## config.mk

```make
export PLATFORM = sky130hd
export DESIGN_NAME = module_spi_shift_datapath
export DESIGN_NICKNAME = d
export VERILOG_FILES = /design/src/rtl/spi_pkg.sv /design/src/rtl/module_spi_shift_datapath_sync.sv /design/src/rtl/module_spi_shift_datapath.sv
export SDC_FILE = /design/constraint.sdc
export NUM_CORES = 1
export LEC_CHECK = 0
export ABC_AREA = 0
export CAP_MARGIN = 20
export CORE_MARGIN = 2
export CORE_UTILIZATION = 43
export CTS_CLUSTER_SIZE = 25
export DETAILED_ROUTE_END_ITERATION = 10
export GPL_TIMING_DRIVEN = 0
export PLACE_DENSITY = 0.84
export SLEW_MARGIN = 30
export SYNTH_ARGS = -nofsm -noshare
export SYNTH_HDL_FRONTEND = slang
export SYNTH_SLANG_ARGS = --single-unit
```

## constraint.sdc

```tcl
create_clock -name clk_i -period 1.2 [get_ports clk_i]
set_input_delay 0.24 -clock clk_i [delete_from_list [all_inputs] [get_ports clk_i]]
set_output_delay 0.24 -clock clk_i [all_outputs]
set_load 0.01 [all_outputs]
```

## src/rtl/spi_pkg.sv

```systemverilog
// spi_pkg: shared SPI datapath types and word width
package spi_pkg;
    localparam int SPI_WORD_W = 8;
    typedef enum logic [1:0] {
        SEL_DATA = 2'b00,
        SEL_ALL0 = 2'b01,
        SEL_ALL1 = 2'b10
    } tx_sel_e;
endpackage

```

## src/rtl/module_spi_shift_datapath_sync.sv

```systemverilog
// module_sync_2ff: multi-flop synchroniser bringing MISO into the clk_i domain
module module_sync_2ff #(
    parameter int STAGES = 2
) (
    input  logic clk_i,
    input  logic rst_i,
    input  logic miso_i,
    output logic miso_sync
);
    logic [STAGES-1:0] ff;
    // shift the asynchronous input through the flop chain
    always_ff @(posedge clk_i) begin
        if (rst_i) ff <= '0;
        else       ff <= {ff[STAGES-2:0], miso_i};
    end
    assign miso_sync = ff[STAGES-1];
endmodule

```

## src/rtl/module_spi_shift_datapath.sv

```systemverilog
// module_spi_shift_datapath: mode-0 MSB-first SPI TX/RX shift datapath
module module_spi_shift_datapath
    import spi_pkg::*;
#(
    parameter int DATA_W      = SPI_WORD_W,
    parameter int SYNC_STAGES = 2
) (
    input  logic                      clk_i,
    input  logic                      rst_i,
    input  logic                      pos_edge_i,
    input  logic                      neg_edge_i,
    input  logic                      en_load_i,
    input  logic                      en_shift_tx_i,
    input  logic                      en_shift_rx_i,
    input  logic [1:0]                mux_all_01_sel_i,
    input  logic [DATA_W-1:0]         tx_data_i,
    input  logic                      miso_i,
    output logic                      mosi_o,
    output logic [DATA_W-1:0]         rx_data_o,
    output logic                      rx_valid_o,
    output logic [$clog2(DATA_W)-1:0] bit_cnt_o
);
    localparam int CW = $clog2(DATA_W);
    logic              miso_sync;
    logic [DATA_W-1:0] load_val;
    logic [DATA_W-1:0] rx_next;
    logic [DATA_W-2:0] tx_shift;
    logic [DATA_W-2:0] rx_shift;
    logic [CW-1:0]     bit_cnt;
    logic              last_bit;
    tx_sel_e           sel;
    module_sync_2ff #(.STAGES(SYNC_STAGES)) u_sync (
        .clk_i    (clk_i),
        .rst_i    (rst_i),
        .miso_i   (miso_i),
        .miso_sync(miso_sync)
    );
    // TX source mux; the unused code 2'b11 falls through to the data word
    always_comb begin
        sel      = tx_sel_e'(mux_all_01_sel_i);
        load_val = sel == SEL_ALL0 ? '0 : sel == SEL_ALL1 ? '1 : tx_data_i;
        rx_next  = {rx_shift, miso_sync};
        last_bit = bit_cnt == CW'(DATA_W - 1);
    end
    // TX register holds only the bits not yet on MOSI; the MOSI flop carries the current bit
    always_ff @(posedge clk_i) begin
        if (rst_i) begin
            tx_shift <= '0;
            mosi_o   <= 1'b0;
        end else if (en_load_i) begin
            tx_shift <= load_val[DATA_W-2:0];
            mosi_o   <= load_val[DATA_W-1];
        end else if (neg_edge_i && en_shift_tx_i) begin
            tx_shift <= {tx_shift[DATA_W-3:0], 1'b0};
            mosi_o   <= tx_shift[DATA_W-2];
        end
    end
    // RX sampling, bit counting and completed-word capture with a one-cycle valid strobe
    always_ff @(posedge clk_i) begin
        rx_valid_o <= 1'b0;
        if (rst_i) begin
            rx_shift  <= '0;
            bit_cnt   <= '0;
            rx_data_o <= '0;
        end else if (en_load_i) begin
            bit_cnt <= '0;
        end else if (pos_edge_i && en_shift_rx_i) begin
            rx_shift <= rx_next[DATA_W-2:0];
            bit_cnt  <= last_bit ? '0 : bit_cnt + CW'(1);
            if (last_bit) begin
                rx_data_o  <= rx_next;
                rx_valid_o <= 1'b1;
            end
        end
    end
    assign bit_cnt_o = bit_cnt;
endmodule

```

; Word level (Yosys, flattened, before mapping)
; Cells that the tools add are included.
[word_totals]
elab_cells = 28
out_inout_bits = 13
input_bits = 18
register_bits = 29
[op_classes]
muxes = 8
bitwise_logic = 2
n_reduce_logical = 7
eq_ne = 3
add_sub_neg = 1
[ops]
columns = op, count
row1 = 8-bit two-way mux, 2
row2 = 7-bit two-way mux, 2
row3 = 3-bit by 1-bit adder with 3-bit output (second input constant), 1
row4 = 3-bit equality test (second input constant), 1
row5 = 1-bit two-way mux, 3
row6 = 3-bit two-way mux, 1
row7 = 3-bit AND reduction, 1
row8 = 3-bit OR reduction, 1
row9 = 2-bit by 1-bit equality test with 1-bit output (second input constant), 1
row10 = 2-bit equality test (second input constant), 1
row11 = 1-bit logical AND, 2
row12 = 1-bit inverter, 2
row13 = 2-bit AND reduction, 1
row14 = 2-bit nonzero test, 1
row15 = 2-bit OR reduction, 1

; Depth between registers and ports, before layout
; Gate-level depths: netlist (run 1).
[depth]
word_depth = 4
ltp_mapped = 6
depth_no_buf = 5

; By module
; A second synthesis (run 1) with hierarchy kept.
[unflattened]
cells_unflattened = 132
hier_area_um2 = 1278.7
[by_module_without_submodules]
columns = mod, cells_each, n_inst, seq_area_each_um2, area_per_inst_um2
row1 = module_spi_shift_datapath, 128, 1, 540.5, 1226.2
row2 = module_sync_2ff, 4, 1, 40.0, 52.6

; Worst setup path after synthesis (run 1)
; No wires, ideal clock.
[synth_path]
path_type = reg-to-reg
start = register bit_cnt[0], in the netlist bit_cnt_o[0]
end = register rx_data_o[0]
arrival_ns = 1.189
path_stages_with_launch = 7
t_required_ns = 1.068
synth_period_minus_slack_ns = 1.322
setup_ns = 0.132
slack_ns = -0.122
path_buffers = 1
path_cell_list = dfxtp_1 -> ha_1 -> ha_1 -> and4b_1 -> buf_4 -> nand2_1 -> a21oi_1
[synth_via]
elab_chain_cells = 2
[synth_rtl]
columns = element, line
row1 = from (decl), module_spi_shift_datapath.sv:29  ; logic [CW-1:0] bit_cnt;
row2 = from (signal assigned), module_spi_shift_datapath.sv:69  ; bit_cnt <= last_bit ? '0 : bit_cnt + CW'(1);
row3 = 3-bit equality test, module_spi_shift_datapath.sv:43  ; last_bit = bit_cnt == CW'(DATA_W - 1);
row4 = net last_bit, module_spi_shift_datapath.sv:30  ; logic last_bit;
row5 = 3-bit AND reduction (no source line), n/a
row6 = to (signal assigned), module_spi_shift_datapath.sv:71  ; rx_data_o <= rx_next;
row7 = to (decl), module_spi_shift_datapath.sv:19  ; output logic [DATA_W-1:0] rx_data_o,
; The timed path passes the listed nets, and every way through them passes these cells.
; A chain may end at the register's enable or synchronous reset.

; Worst setup path in the final report (run 1)
; Same ends and word-level chain as after synthesis.

==> results of run 1 <==
[metrics by stage]
step | cells | hold slack [ps]
detailed placement | 194 | 437
finish | 203 | 392
floorplan | 133 | 368
global route | 203 | 427
global placement | 194 | 423
CTS | 202 | 454
[logic make-up (layout without fill, tap and decap cells)]
family / Yosys count / in the layout / synth area share
compound gates: 31 / 31 / 0.175
fa+ha+maj: 2 / 2 / 0.0202
mux: 11 / 11 / 0.0888
simple gates: 50 / 50 / 0.200
flops: 29 / 29 / 0.468
buf+inv: 10 / 49 / 0.0484
[path summary, 6_finish.rpt]
kind	from	endpoint	slack (ps)	cells past startpoint
setup / recovery	bit_cnt_o[0]$_SDFFE_PP0N_	rx_data_o[0]$_SDFFE_PP0P_	-80	6
hold / removal	mux_all_01_sel_i[1]	tx_shift[3]$_SDFFE_PP0P_	390	3
setup reg to reg	bit_cnt_o[0]$_SDFFE_PP0N_	rx_data_o[0]$_SDFFE_PP0P_	-80	6
hold reg to reg	u_sync.ff[0]$_SDFF_PP0_	u_sync.ff[1]$_SDFF_PP0_	450	1
[cell usage after synthesis]
| cell type | n |
|---|---|
| sky130_fd_sc_hd__a2111oi_2 | 1 |
| sky130_fd_sc_hd__nor2_1 | 11 |
| sky130_fd_sc_hd__and3_1 | 6 |
| sky130_fd_sc_hd__buf_6 | 1 |
| sky130_fd_sc_hd__nand2_2 | 1 |
| sky130_fd_sc_hd__nor2b_1 | 2 |
| sky130_fd_sc_hd__and4b_1 | 1 |
| sky130_fd_sc_hd__nand4b_2 | 1 |
| sky130_fd_sc_hd__buf_4 | 3 |
| sky130_fd_sc_hd__a211oi_1 | 6 |
| sky130_fd_sc_hd__buf_2 | 3 |
| sky130_fd_sc_hd__nand3b_4 | 1 |
| sky130_fd_sc_hd__ha_1 | 2 |
| sky130_fd_sc_hd__nor3_1 | 3 |
| sky130_fd_sc_hd__nand2_1 | 24 |
| sky130_fd_sc_hd__a21oi_1 | 9 |
| sky130_fd_sc_hd__o21ai_0 | 5 |
| sky130_fd_sc_hd__a221oi_1 | 1 |
| sky130_fd_sc_hd__clkbuf_1 | 1 |
| sky130_fd_sc_hd__mux2i_1 | 11 |
| sky130_fd_sc_hd__a311oi_2 | 1 |
| sky130_fd_sc_hd__o21ai_1 | 2 |
| sky130_fd_sc_hd__dfxtp_1 | 29 |
| sky130_fd_sc_hd__a31o_1 | 1 |
| sky130_fd_sc_hd__inv_1 | 2 |
| sky130_fd_sc_hd__a311oi_1 | 5 |
[metal layers]
| metal | part of all wire | GRT usage | wire length (µm) | up-vias |
|---|---|---|---|---|
| met5 | 0 | 0 | 0 | - |
| met4 | 0.021 | 0.0731 | 59 | 0 |
| met3 | 0.067 | 0.0804 | 191 | 7 |
| met2 | 0.52 | 0.323 | 1480 | 36 |
| met1 | 0.39 | 0.180 | 1100 | 497 |
| li1 | - | - | - | 556 |
[worst min-delay path, stage by stage]
cell	delay [ps]
sky130_fd_sc_hd__dlymetal6s2s_1	190
sky130_fd_sc_hd__o21ai_0	170
sky130_fd_sc_hd__a311oi_1	80
[cell usage in the layout, fill, tap and decap left out, types with 4 or more instances in the layout]
cell | synthesis | layout
sky130_fd_sc_hd__nor2_1 | 11 | 11
sky130_fd_sc_hd__clkbuf_4 | 0 | 5
sky130_fd_sc_hd__clkdlybuf4s15_1 | 0 | 4
sky130_fd_sc_hd__o21ai_0 | 5 | 5
sky130_fd_sc_hd__nand2_1 | 24 | 23
sky130_fd_sc_hd__and3_1 | 6 | 6
sky130_fd_sc_hd__clkbuf_2 | 0 | 7
sky130_fd_sc_hd__a311oi_1 | 5 | 5
sky130_fd_sc_hd__dfxtp_1 | 29 | 26
sky130_fd_sc_hd__clkdlybuf4s50_1 | 0 | 14
sky130_fd_sc_hd__a211oi_1 | 6 | 6
sky130_fd_sc_hd__a21oi_1 | 9 | 4
sky130_fd_sc_hd__mux2i_1 | 11 | 11
sky130_fd_sc_hd__buf_2 | 3 | 5
sky130_fd_sc_hd__a21oi_2 | 0 | 5
[flip-flops by register name (all words and copies together), names as in the netlist]
signal	flops
rx_data_o	8
rx_shift	7
tx_shift	7
bit_cnt_o	3
u_sync.ff	2
mosi_o	1
rx_valid_o	1
[final cells by class]
type / instances / area, µm² / share of cell area
multi-input cells: 94 / 664 / 0.387
flip-flops and latches: 29 / 589 / 0.343
repair buffers: 32 / 297 / 0.173
clock buffers: 7 / 65.1 / 0.0379
plain buffers: 7 / 50.0 / 0.0292
well taps: 31 / 38.8 / 0.0226
inverters: 2 / 7.51 / 0.00437
clock inverters: 1 / 5.00 / 0.00292
[power by group through the flow]
| stage | registers (µW) | logic (µW) | clock network, µW |
|---|---|---|---|
| floorplan | 1020 | 108 | 0 |
| global placement | 1020 | 203 | 0 |
| detailed placement | 1020 | 212 | 0 |
| CTS | 1000 | 211 | 688 |
| global route | 1000 | 236 | 752 |
| finish | 998 | 217 | 680 |
[timing repair]
| action | 4_1_cts | 5_1_grt |
|---|---|---|
| endpoints found under the setup margin | 21 | 33 |
| pin swaps | 0 | 4 |
| setup buffers | 0 | 2 |
| resized for setup | 20 | 34 |
==> metrics.cfg, run 1 <==
[outcome]
run_status = finished with violations
violated_checks = setup timing

[power]
internal_power_uw = 1430
ir_drop_uv = 946
p_clk_frac = 0.359
p_comb_frac = 0.115
power-per-cell-area_nw_per_um2 = 1100
p_switching_uw = 462
totalPowerFinal_uw = 1890
swShare = 0.244
power.leakage_uw = 0.000792
sequential_power_share = 0.527

[timing]
grt_setup_unrepaired = yes
timing.fmax_mhz = 781
tns_ps = -514
final_period_minus_worst_setup_slack_ps = 1280
finalSetupViolations = 8
worst_slack_ps = -80.1
tightest_slew_ps = 325
hold_violation_total_from_the_final_report = 0
clock-skew-final_ps = 17.7
period_share = 1.07
pins_over_slew_limit = 0
relSlewSlack = 0.783

[cells_and_area]
n_antenna_cell = 0
final_core_util = 0.623
finalNetCount = 191
fraction_of_layout_cells_with_a_size_suffix_above_1 = 0.244
final_design_area_no_fill_um2 = 1720
num-fill-cells = 266
synthesis_to_layout_area_growth_pct = 38.4

[cts]
ctsLongestPathBuffers = 2
tritoncts = done
cts.hold.buffers_added = 0
clk_root_buffer_cell = sky130_fd_sc_hd__clkbuf_4
clkTransAtPathRegs_ps = 100
clock_tree.htree_level_count = 2
clkSinkCount = 29
cts-buffers-inserted = 5
worstSkewPairLatency_ps = 340

[placement]
place_congestion = 0.841
detailed_place_hpwl_um = 2010
io_port_bufs = 30
place_worst_setup_slack_ps = -348
cell_area_placed_um2 = 1610

[logic_synthesis]
yosysUniqueCellTypes = 26
synthesized_instance_count = 133
synth_fp_nets = 153
syn_area_um2 = 1240
yosysWarnings = 0
synth_seq_cells = 29
synth_top_cells_by_area = sky130_fd_sc_hd__dfxtp_1 (47%), sky130_fd_sc_hd__mux2i_1 (8.9%), sky130_fd_sc_hd__nand2_1 (7.3%)
ys_seq_area_frac = 0.468
synth.top_cell.area_share = 0.468
synth_top_area_cell = sky130_fd_sc_hd__dfxtp_1
syn-mean-instance-area_um2 = 9.32

[grt]
grt.overflow.total = 0
antenna_found_initial = 0
grt_pass1_vias = 1057
grt_start_max_net_pins = 11
grt_pass1_wl_um = 4460
track_usage = 0.180

[die]
dieArea_um2 = 3330
die_height_um = 57.7
rows = 19
ioPinCount = 31
initial_utilization = 0.450
core-area_um2 = 2760
chipWidth_um = 57.7

[critical_path]
cp_common_cell = sky130_fd_sc_hd__ha_4
critical_path.top_delay_family = flip-flops
critPathArrivalTime_ps = 1500
worst_setup_path_end_kind = flip-flop
worstSetupPathType = flip-flop to flip-flop
cp.buffers_inverters = 1
cp_peak_stage_delay_ps = 370
critical_path.cell_chain = ha_4 -> ha_4 -> and4b_1 -> buf_6 -> nand2_1 -> a21oi_2
worst_ep_required_time_ps = 1420
timing.critical_path.slowest_stage_cell = sky130_fd_sc_hd__dfxtp_4
worstPathMaxFanout = 8
cp_startpoint_kind = flip-flop

[flow_run]
maxCapViolations = 0

[detailed_routing]
routed-via-count = 1096
drt-pass1-iter-count = 4
initialDrtViolationCount = 33
drc = 0
route.antenna.remaining_nets = 0
finalWirelength_um = 2830
drt-vias-per-instance = 5.40
routed_len_inst_um = 14.0

[min_path]
worstHoldPathType = input port to flip-flop

(Power assumes the default switching activity.)
==> run 2, diff against run 1 <==
--- a/config.mk
+++ b/config.mk
@@ -6,13 +6,14 @@
 export NUM_CORES = 1
 export LEC_CHECK = 0
 export ABC_AREA = 0
-export CAP_MARGIN = 20
+export CAP_MARGIN = 25
 export CORE_MARGIN = 2
-export CORE_UTILIZATION = 43
+export CORE_UTILIZATION = 45
+export CTS_BUF_LIST = sky130_fd_sc_hd__clkbuf_2 sky130_fd_sc_hd__clkbuf_4 sky130_fd_sc_hd__clkbuf_8
 export CTS_CLUSTER_SIZE = 25
 export DETAILED_ROUTE_END_ITERATION = 10
 export GPL_TIMING_DRIVEN = 0
-export PLACE_DENSITY = 0.84
+export PLACE_DENSITY = 0.87
 export SLEW_MARGIN = 30
 export SYNTH_ARGS = -nofsm -noshare
 export SYNTH_HDL_FRONTEND = slang
==> run 2 against run 1 <==
The run still ends with setup timing left. Sequential share of layout area decreased by 0.15 points. Core utilization increased by 1.9 points. Non-clock buffer count unchanged. Maximum frequency increased by 0.99%. Die area decreased by 4.2%. Flip-flop and latch count unchanged. Power decreased by 0.40%. Count of clock-buffer cells in the layout unchanged. Worst setup slack improved by 13 ps. Critical endpoint is now rx_data_o[1]$_SDFFE_PP0P_. Largest cell class unchanged. Largest power group unchanged.
==> metrics.cfg, run 2 (synthesized netlist as in run 1, its figures left out) <==
[die]
rows = 19  ; unchanged
die_height_um = 56.5  ; -2.1%
core-area_um2 = 2690  ; -2.6%
dieArea_um2 = 3190  ; -4.2%
chipWidth_um = 56.5  ; -2.1%
ioPinCount = 31  ; unchanged
initial_utilization = 0.462  ; +0.0119

[timing]
finalSetupViolations = 8  ; unchanged
worst_slack_ps = -67.5  ; +12.5 ps
timing.fmax_mhz = 789  ; +0.99%
tns_ps = -435  ; +78.5 ps
period_share = 1.06  ; -0.0104
clock-skew-final_ps = 3.56  ; -14.1 ps
hold_violation_total_from_the_final_report = 0  ; unchanged
pins_over_slew_limit = 0  ; unchanged
relSlewSlack = 0.787  ; +0.00358
grt_setup_unrepaired = yes
worst_hold_slack_ps = 426  ; +34.3 ps
final_period_minus_worst_setup_slack_ps = 1270  ; -12.5 ps
tightest_slew_ps = 319  ; -5.36 ps

[placement]
place_congestion = 0.795  ; -5.4%
io_port_bufs = 30  ; unchanged
numPlacedInstances = 194  ; unchanged
detailed_place_hpwl_um = 1950  ; -3.1%
place_worst_setup_slack_ps = -350  ; -1.58 ps

[cells_and_area]
regMostFlops = rx_data_o
top_regs = rx_data_o (8), rx_shift (7), tx_shift (7)
synthesis_to_layout_area_growth_pct = 39.1
most-common-layout-cells = sky130_fd_sc_hd__dfxtp_1 (26), sky130_fd_sc_hd__nand2_1 (21), sky130_fd_sc_hd__clkdlybuf4s50_1 (14)
final_standard_cell_count_with_taps_included_and_fillers_excluded = 203  ; unchanged
num-fill-cells = 254  ; -4.5%
layout.cells.most_common = sky130_fd_sc_hd__dfxtp_1
fraction_of_layout_cells_with_a_size_suffix_above_1 = 0.233  ; -0.0116
final_core_util = 0.642  ; +0.0193
n_antenna_cell = 0  ; unchanged
largest_reg_flops = 8  ; unchanged
finalNetCount = 191  ; unchanged

[detailed_routing]
routed-via-count = 1093  ; -0.27%
initialDrtViolationCount = 17  ; -48%
drt-vias-per-instance = 5.38  ; -0.27%
routed_len_inst_um = 13.3  ; -4.9%
route.antenna.remaining_nets = 0  ; unchanged
drc = 0  ; unchanged
drt-pass1-iter-count = 4  ; unchanged
finalWirelength_um = 2690  ; -4.9%

[critical_path]
critPathArrivalTime_ps = 1490  ; about the same
cp_peak_stage_delay_ps = 370  ; about the same
worst_ep_required_time_ps = 1420  ; about the same
cp_common_cell = sky130_fd_sc_hd__ha_4
worstPathMaxFanout = 8  ; unchanged
worstSetupPathType = flip-flop to flip-flop
cp_startpoint_kind = flip-flop
timing.critical_path.slowest_stage_cell = sky130_fd_sc_hd__dfxtp_4
worst_setup_path_end_kind = flip-flop
critical_path.cell_chain = ha_4 -> ha_4 -> and4b_1 -> buf_6 -> nand2_1 -> a21oi_2

[cts]
clkTransAtPathRegs_ps = 90  ; about the same
worstSkewPairLatency_ps = 330  ; about the same
cts-buffers-inserted = 5  ; unchanged
ctsLongestPathBuffers = 2  ; unchanged
clkSinkCount = 29  ; unchanged
clock_tree.htree_level_count = 2  ; unchanged
tritoncts = done
clk_root_buffer_cell = sky130_fd_sc_hd__clkbuf_4

[grt]
grt_pass1_vias = 1082  ; +2.4%
grt_pass1_wl_um = 4480  ; +0.31%
track_usage = 0.183  ; +0.00322
grt.overflow.total = 0  ; unchanged
antenna_found_initial = 0  ; unchanged
grt_start_max_net_pins = 11  ; unchanged

[min_path]
worstHoldPathType = input port to flip-flop

[power]
ir_drop_uv = 804  ; -15%
power-per-cell-area_nw_per_um2 = 1090  ; -0.83%
power.leakage_uw = 0.000778  ; -1.8%

[flow_run]
maxCapViolations = 0  ; unchanged

[outcome]
run_status = finished with violations
violated_checks = setup timing

## run 2: cell count changes in the layout (fill, tap and decap cells not counted)
cell / change
sky130_fd_sc_hd__clkbuf_2: -3
sky130_fd_sc_hd__nand2_2: +4
sky130_fd_sc_hd__clkdlybuf4s15_2: -1
sky130_fd_sc_hd__nand2_4: -2
sky130_fd_sc_hd__clkdlybuf4s15_1: +3
sky130_fd_sc_hd__nand2_1: -2
sky130_fd_sc_hd__dlygate4sd2_1: +1
## run 2: what timing repair did
| item | CTS | global route |
|---|---|---|
| hold buffers | 0 | 0 |
| setup buffers | 0 | 2 |
| gates resized for setup | 22 | 27 |
| endpoints found under the setup margin | 22 | 30 |
| pin swaps | 0 | 3 |
## run 2: area by class of cell
class	instances	area (µm²)	share of cell area
clock inverter	1	5.00	0.00290
tap	31	38.8	0.0225
multi-input combinational	94	659	0.382
inverter	2	7.51	0.00435
buffer	7	50.0	0.0290
timing repair buffer	32	309	0.179
sequential	29	589	0.342
clock buffer	7	65.1	0.0377
## run 2: final timing paths
check	startpoint	end	slack [ps]	cells after the start
min reg2reg	u_sync.ff[0]$_SDFF_PP0_	u_sync.ff[1]$_SDFF_PP0_	450	1
max	bit_cnt_o[0]$_SDFFE_PP0N_	rx_data_o[1]$_SDFFE_PP0P_	-70	6
min	mux_all_01_sel_i[1]	tx_shift[3]$_SDFFE_PP0P_	430	3
max reg2reg	bit_cnt_o[0]$_SDFFE_PP0N_	rx_data_o[1]$_SDFFE_PP0P_	-70	6
## run 2: metal layers
| metal | routed length, µm | track usage | vias to the layer above | part of all wire |
|---|---|---|---|---|
| li1 | - | - | 552 | - |
| met5 | 0 | 0 | - | 0 |
| met2 | 1390 | 0.322 | 41 | 0.52 |
| met3 | 171 | 0.0806 | 9 | 0.063 |
| met4 | 67 | 0.0816 | 0 | 0.025 |
| met1 | 1060 | 0.184 | 491 | 0.39 |
## run 2: power by group
group	switching (µW)	internal, µW	total [µW]	leakage [µW]
Sequential	13.4	984	997	0.000238
Combinational	105	109	214	0.000498
Clock	337	339	676	0.0000413
## run 2: critical path: cells and delay by family, from the launching register on
kind                       cells  cell delay [ps]
buffers and inverters          1              140
AOI/OAI and AO/OA              1               50
and+or+nand+nor                2              280
DFF                            1              370
adders and majority gates      2              320
## run 2: stage by stage
step / power, µW / area [µm²]
2_1_floorplan: 1130 / 1270
3_3_place_gp: 1220 / 1610
3_5_place_dp: 1230 / 1610
4_1_cts: 1910 / 1680
5_1_grt: 1970 / 1720
6_report: 1890 / 1720
==> run 3, diff against run 2 <==
--- a/config.mk
+++ b/config.mk
@@ -14,6 +14,7 @@
 export DETAILED_ROUTE_END_ITERATION = 10
 export GPL_TIMING_DRIVEN = 0
 export PLACE_DENSITY = 0.87
+export SETUP_SLACK_MARGIN = 0.05
 export SLEW_MARGIN = 30
 export SYNTH_ARGS = -nofsm -noshare
 export SYNTH_HDL_FRONTEND = slang
==> run 3 against run 2 <==
The flow still finishes with violations (setup timing). Die area unchanged. Cell area increased by 1.0%. Global-route usage is 0.52 points lower. Combinational power grew 6%. Clock power is 13% lower. Clock skew is 10 ps higher. Final cell count up 2.0%. Count of clock-buffer cells in the layout down 2.
==> metrics.cfg, run 3 (synthesized netlist as in run 1, its figures left out) <==
[cells_and_area]
final_core_util = 0.648  ; +0.00652
n_antenna_cell = 0  ; unchanged
top_regs = rx_data_o (8), rx_shift (7), tx_shift (7)
fraction_of_layout_cells_with_a_size_suffix_above_1 = 0.369  ; +0.137
regMostFlops = rx_data_o
largest_reg_flops = 8  ; unchanged
synthesis_to_layout_area_growth_pct = 40.5
num-fill-cells = 239  ; -5.9%
multiInputGateArea_um2 = 683  ; +3.6%
final_design_area_no_fill_um2 = 1740  ; +1.0%
final_standard_cell_count_with_taps_included_and_fillers_excluded = 207  ; +2.0%
finalNetCount = 195  ; +2.1%
layout.cells.most_common = sky130_fd_sc_hd__nand2_1
regArea_um2 = 601  ; +1.9%
most-common-layout-cells = sky130_fd_sc_hd__nand2_1 (21), sky130_fd_sc_hd__dfxtp_1 (17), sky130_fd_sc_hd__clkdlybuf4s50_1 (13)

[placement]
place_congestion = 0.770  ; -3.2%
numPlacedInstances = 194  ; unchanged
detailed_place_hpwl_um = 1930  ; -0.89%
io_port_bufs = 30  ; unchanged
cell_area_placed_um2 = 1610  ; unchanged
place_worst_setup_slack_ps = -382  ; -31.7 ps

[min_path]
worstHoldPathType = input port to flip-flop
hold_path_depth = 3  ; unchanged
worstHoldStart = en_shift_tx_i
hold-path-endpoint = tx_shift[0]$_SDFFE_PP0P_

[outcome]
run_status = finished with violations
violated_checks = setup timing

[critical_path]
worstPathMaxFanout = 8  ; unchanged
critPathArrivalTime_ps = 1560  ; +70 ps
cp_peak_stage_delay_ps = 380  ; about the same
cp_common_cell = sky130_fd_sc_hd__ha_4
worstSetupPathType = flip-flop to flip-flop
critical_path.cell_chain = ha_4 -> ha_4 -> and4b_1 -> buf_6 -> nand2_1 -> a21oi_2
regToRegStartpoint = bit_cnt_o[0]$_SDFFE_PP0N_
worst_setup_path_end_kind = flip-flop
regToRegEndpoint = rx_data_o[7]$_SDFFE_PP0P_
worst-r2r-setup-slack_ps = -80  ; -20 ps
cp_startpoint_kind = flip-flop
timing.critical_path.slowest_stage_cell = sky130_fd_sc_hd__dfxtp_4
worst_ep_required_time_ps = 1470  ; +50 ps
reg2reg_depth = 6  ; unchanged

[detailed_routing]
initialDrtViolationCount = 22  ; +5
drt-vias-per-instance = 5.39  ; about the same
routed_len_inst_um = 13.4  ; +1.3%
drc = 0  ; unchanged
route.antenna.remaining_nets = 0  ; unchanged
finalWirelength_um = 2780  ; +3.3%
routed-via-count = 1115  ; +2.0%
drt-pass1-iter-count = 4  ; unchanged

[cts]
cts-buffers-inserted = 5  ; unchanged
clock_tree.htree_level_count = 2  ; unchanged
clkSinkCount = 29  ; unchanged
ctsLongestPathBuffers = 2  ; unchanged
worstSkewPairLatency_ps = 340  ; about the same
clkTransAtPathRegs_ps = 100  ; about the same
clk_root_buffer_cell = sky130_fd_sc_hd__clkbuf_4
tritoncts = done

[die]
chipWidth_um = 56.5  ; unchanged
initial_utilization = 0.462  ; unchanged
rows = 19  ; unchanged
core-area_um2 = 2690  ; unchanged
ioPinCount = 31  ; unchanged
dieArea_um2 = 3190  ; unchanged
die_height_um = 56.5  ; unchanged

[grt]
grt_start_max_net_pins = 11  ; unchanged
grt_pass1_wl_um = 4330  ; -3.2%
track_usage = 0.178  ; -0.00517
antenna_found_initial = 0  ; unchanged
grt.overflow.total = 0  ; unchanged
grt_pass1_vias = 1072  ; -0.92%

[power]
power-per-cell-area_nw_per_um2 = 1040  ; -5.0%
power.leakage_uw = 0.000804  ; +3.4%
ir_drop_uv = 768  ; -4.5%

[timing]
grt_setup_unrepaired = yes
tightest_slew_ps = 309  ; -10.7 ps
pins_over_slew_limit = 0  ; unchanged
hold_violation_total_from_the_final_report = 0  ; unchanged
worst_hold_slack_ps = 423  ; -3.45 ps
timing.fmax_mhz = 778  ; -1.4%
worst_slack_ps = -85.0  ; -17.4 ps
final_period_minus_worst_setup_slack_ps = 1280  ; +17.4 ps
finalSetupViolations = 8  ; unchanged
period_share = 1.07  ; +0.0145
clock-skew-final_ps = 13.7  ; +10.1 ps
relSlewSlack = 0.794  ; +0.00711

[flow_run]
maxCapViolations = 0  ; unchanged

==> run 3: cell types whose count changed in the layout (fill, tap and decap cells not counted), sizes merged <==
cell and delta:
buf +11, clkbuf -3, clkdlybuf4s50 -1, clkinvlp +1
clkdlybuf4s15 -5, clkinv +1
==> run 3: power by group <==
part	switching [µW]	total (µW)	internal [µW]	leakage [µW]
logic	108	226	118	0.000531
registers	14.8	999	984	0.000243
clock network	366	587	220	0.0000310
total	489	1810	1320	0.000804
==> run 3: worst max-delay path: cells and delay by family (launching register included) <==
family          cells  cell delay, ps
buf+inv             1             140
fa+ha+maj           2             270
simple gates        2             300
flops               1             380
compound gates      1             120
==> run 3: timing repair <==
item | CTS | global route
setup buffers | 2 | 3
pin swaps | 1 | 0
gates resized for setup | 52 | 29
endpoints found under the setup margin | 31 | 36
gates cloned | 0 | 0
hold buffers | 0 | 0
endpoints found under the hold margin | 0 | 0
==> run 3: cell type report <==
cell class / instances / share of cell area
multi-input cells: 94 / 0.392
clock buffers: 5 / 0.0216
plain buffers: 8 / 0.0374
inverters: 2 / 0.00431
repair buffers: 35 / 0.167
clock inverters: 3 / 0.0101
well taps: 31 / 0.0223
flip-flops and latches: 29 / 0.345
==> run 3: worst max-delay path by stage <==
stage | start | endpoint | slack [ps] | depth (start not counted)
after floorplan | bit_cnt_o[0]$_SDFFE_PP0N_ | rx_data_o[1]$_SDFFE_PP0P_ | 30 | 6
after global placement | en_load_i | rx_data_o[1]$_SDFFE_PP0P_ | -330 | 5
after detailed placement | en_load_i | rx_data_o[1]$_SDFFE_PP0P_ | -380 | 5
after CTS | bit_cnt_o[0]$_SDFFE_PP0N_ | rx_data_o[2]$_SDFFE_PP0P_ | -60 | 6
after global routing | bit_cnt_o[0]$_SDFFE_PP0N_ | rx_data_o[7]$_SDFFE_PP0P_ | -130 | 6
final | bit_cnt_o[0]$_SDFFE_PP0N_ | rx_data_o[7]$_SDFFE_PP0P_ | -80 | 6
==> run 3: per-stage QoR <==
stage          total power [µW]  TNS [ps]
2_1_floorplan              1130         0
3_3_place_gp               1220     -7440
3_5_place_dp               1230     -8530
4_1_cts                    1810      -436
5_1_grt                    1880      -832
6_report                   1810      -425
==> run 3: layer usage <==
metal	up-vias	track usage	share of wire	wire length (µm)
met5	-	0	0	0
met4	0	0.122	0.031	85
met3	9	0.0461	0.059	164
met2	34	0.309	0.51	1420
met1	512	0.185	0.40	1120
li1	560	-	-	-
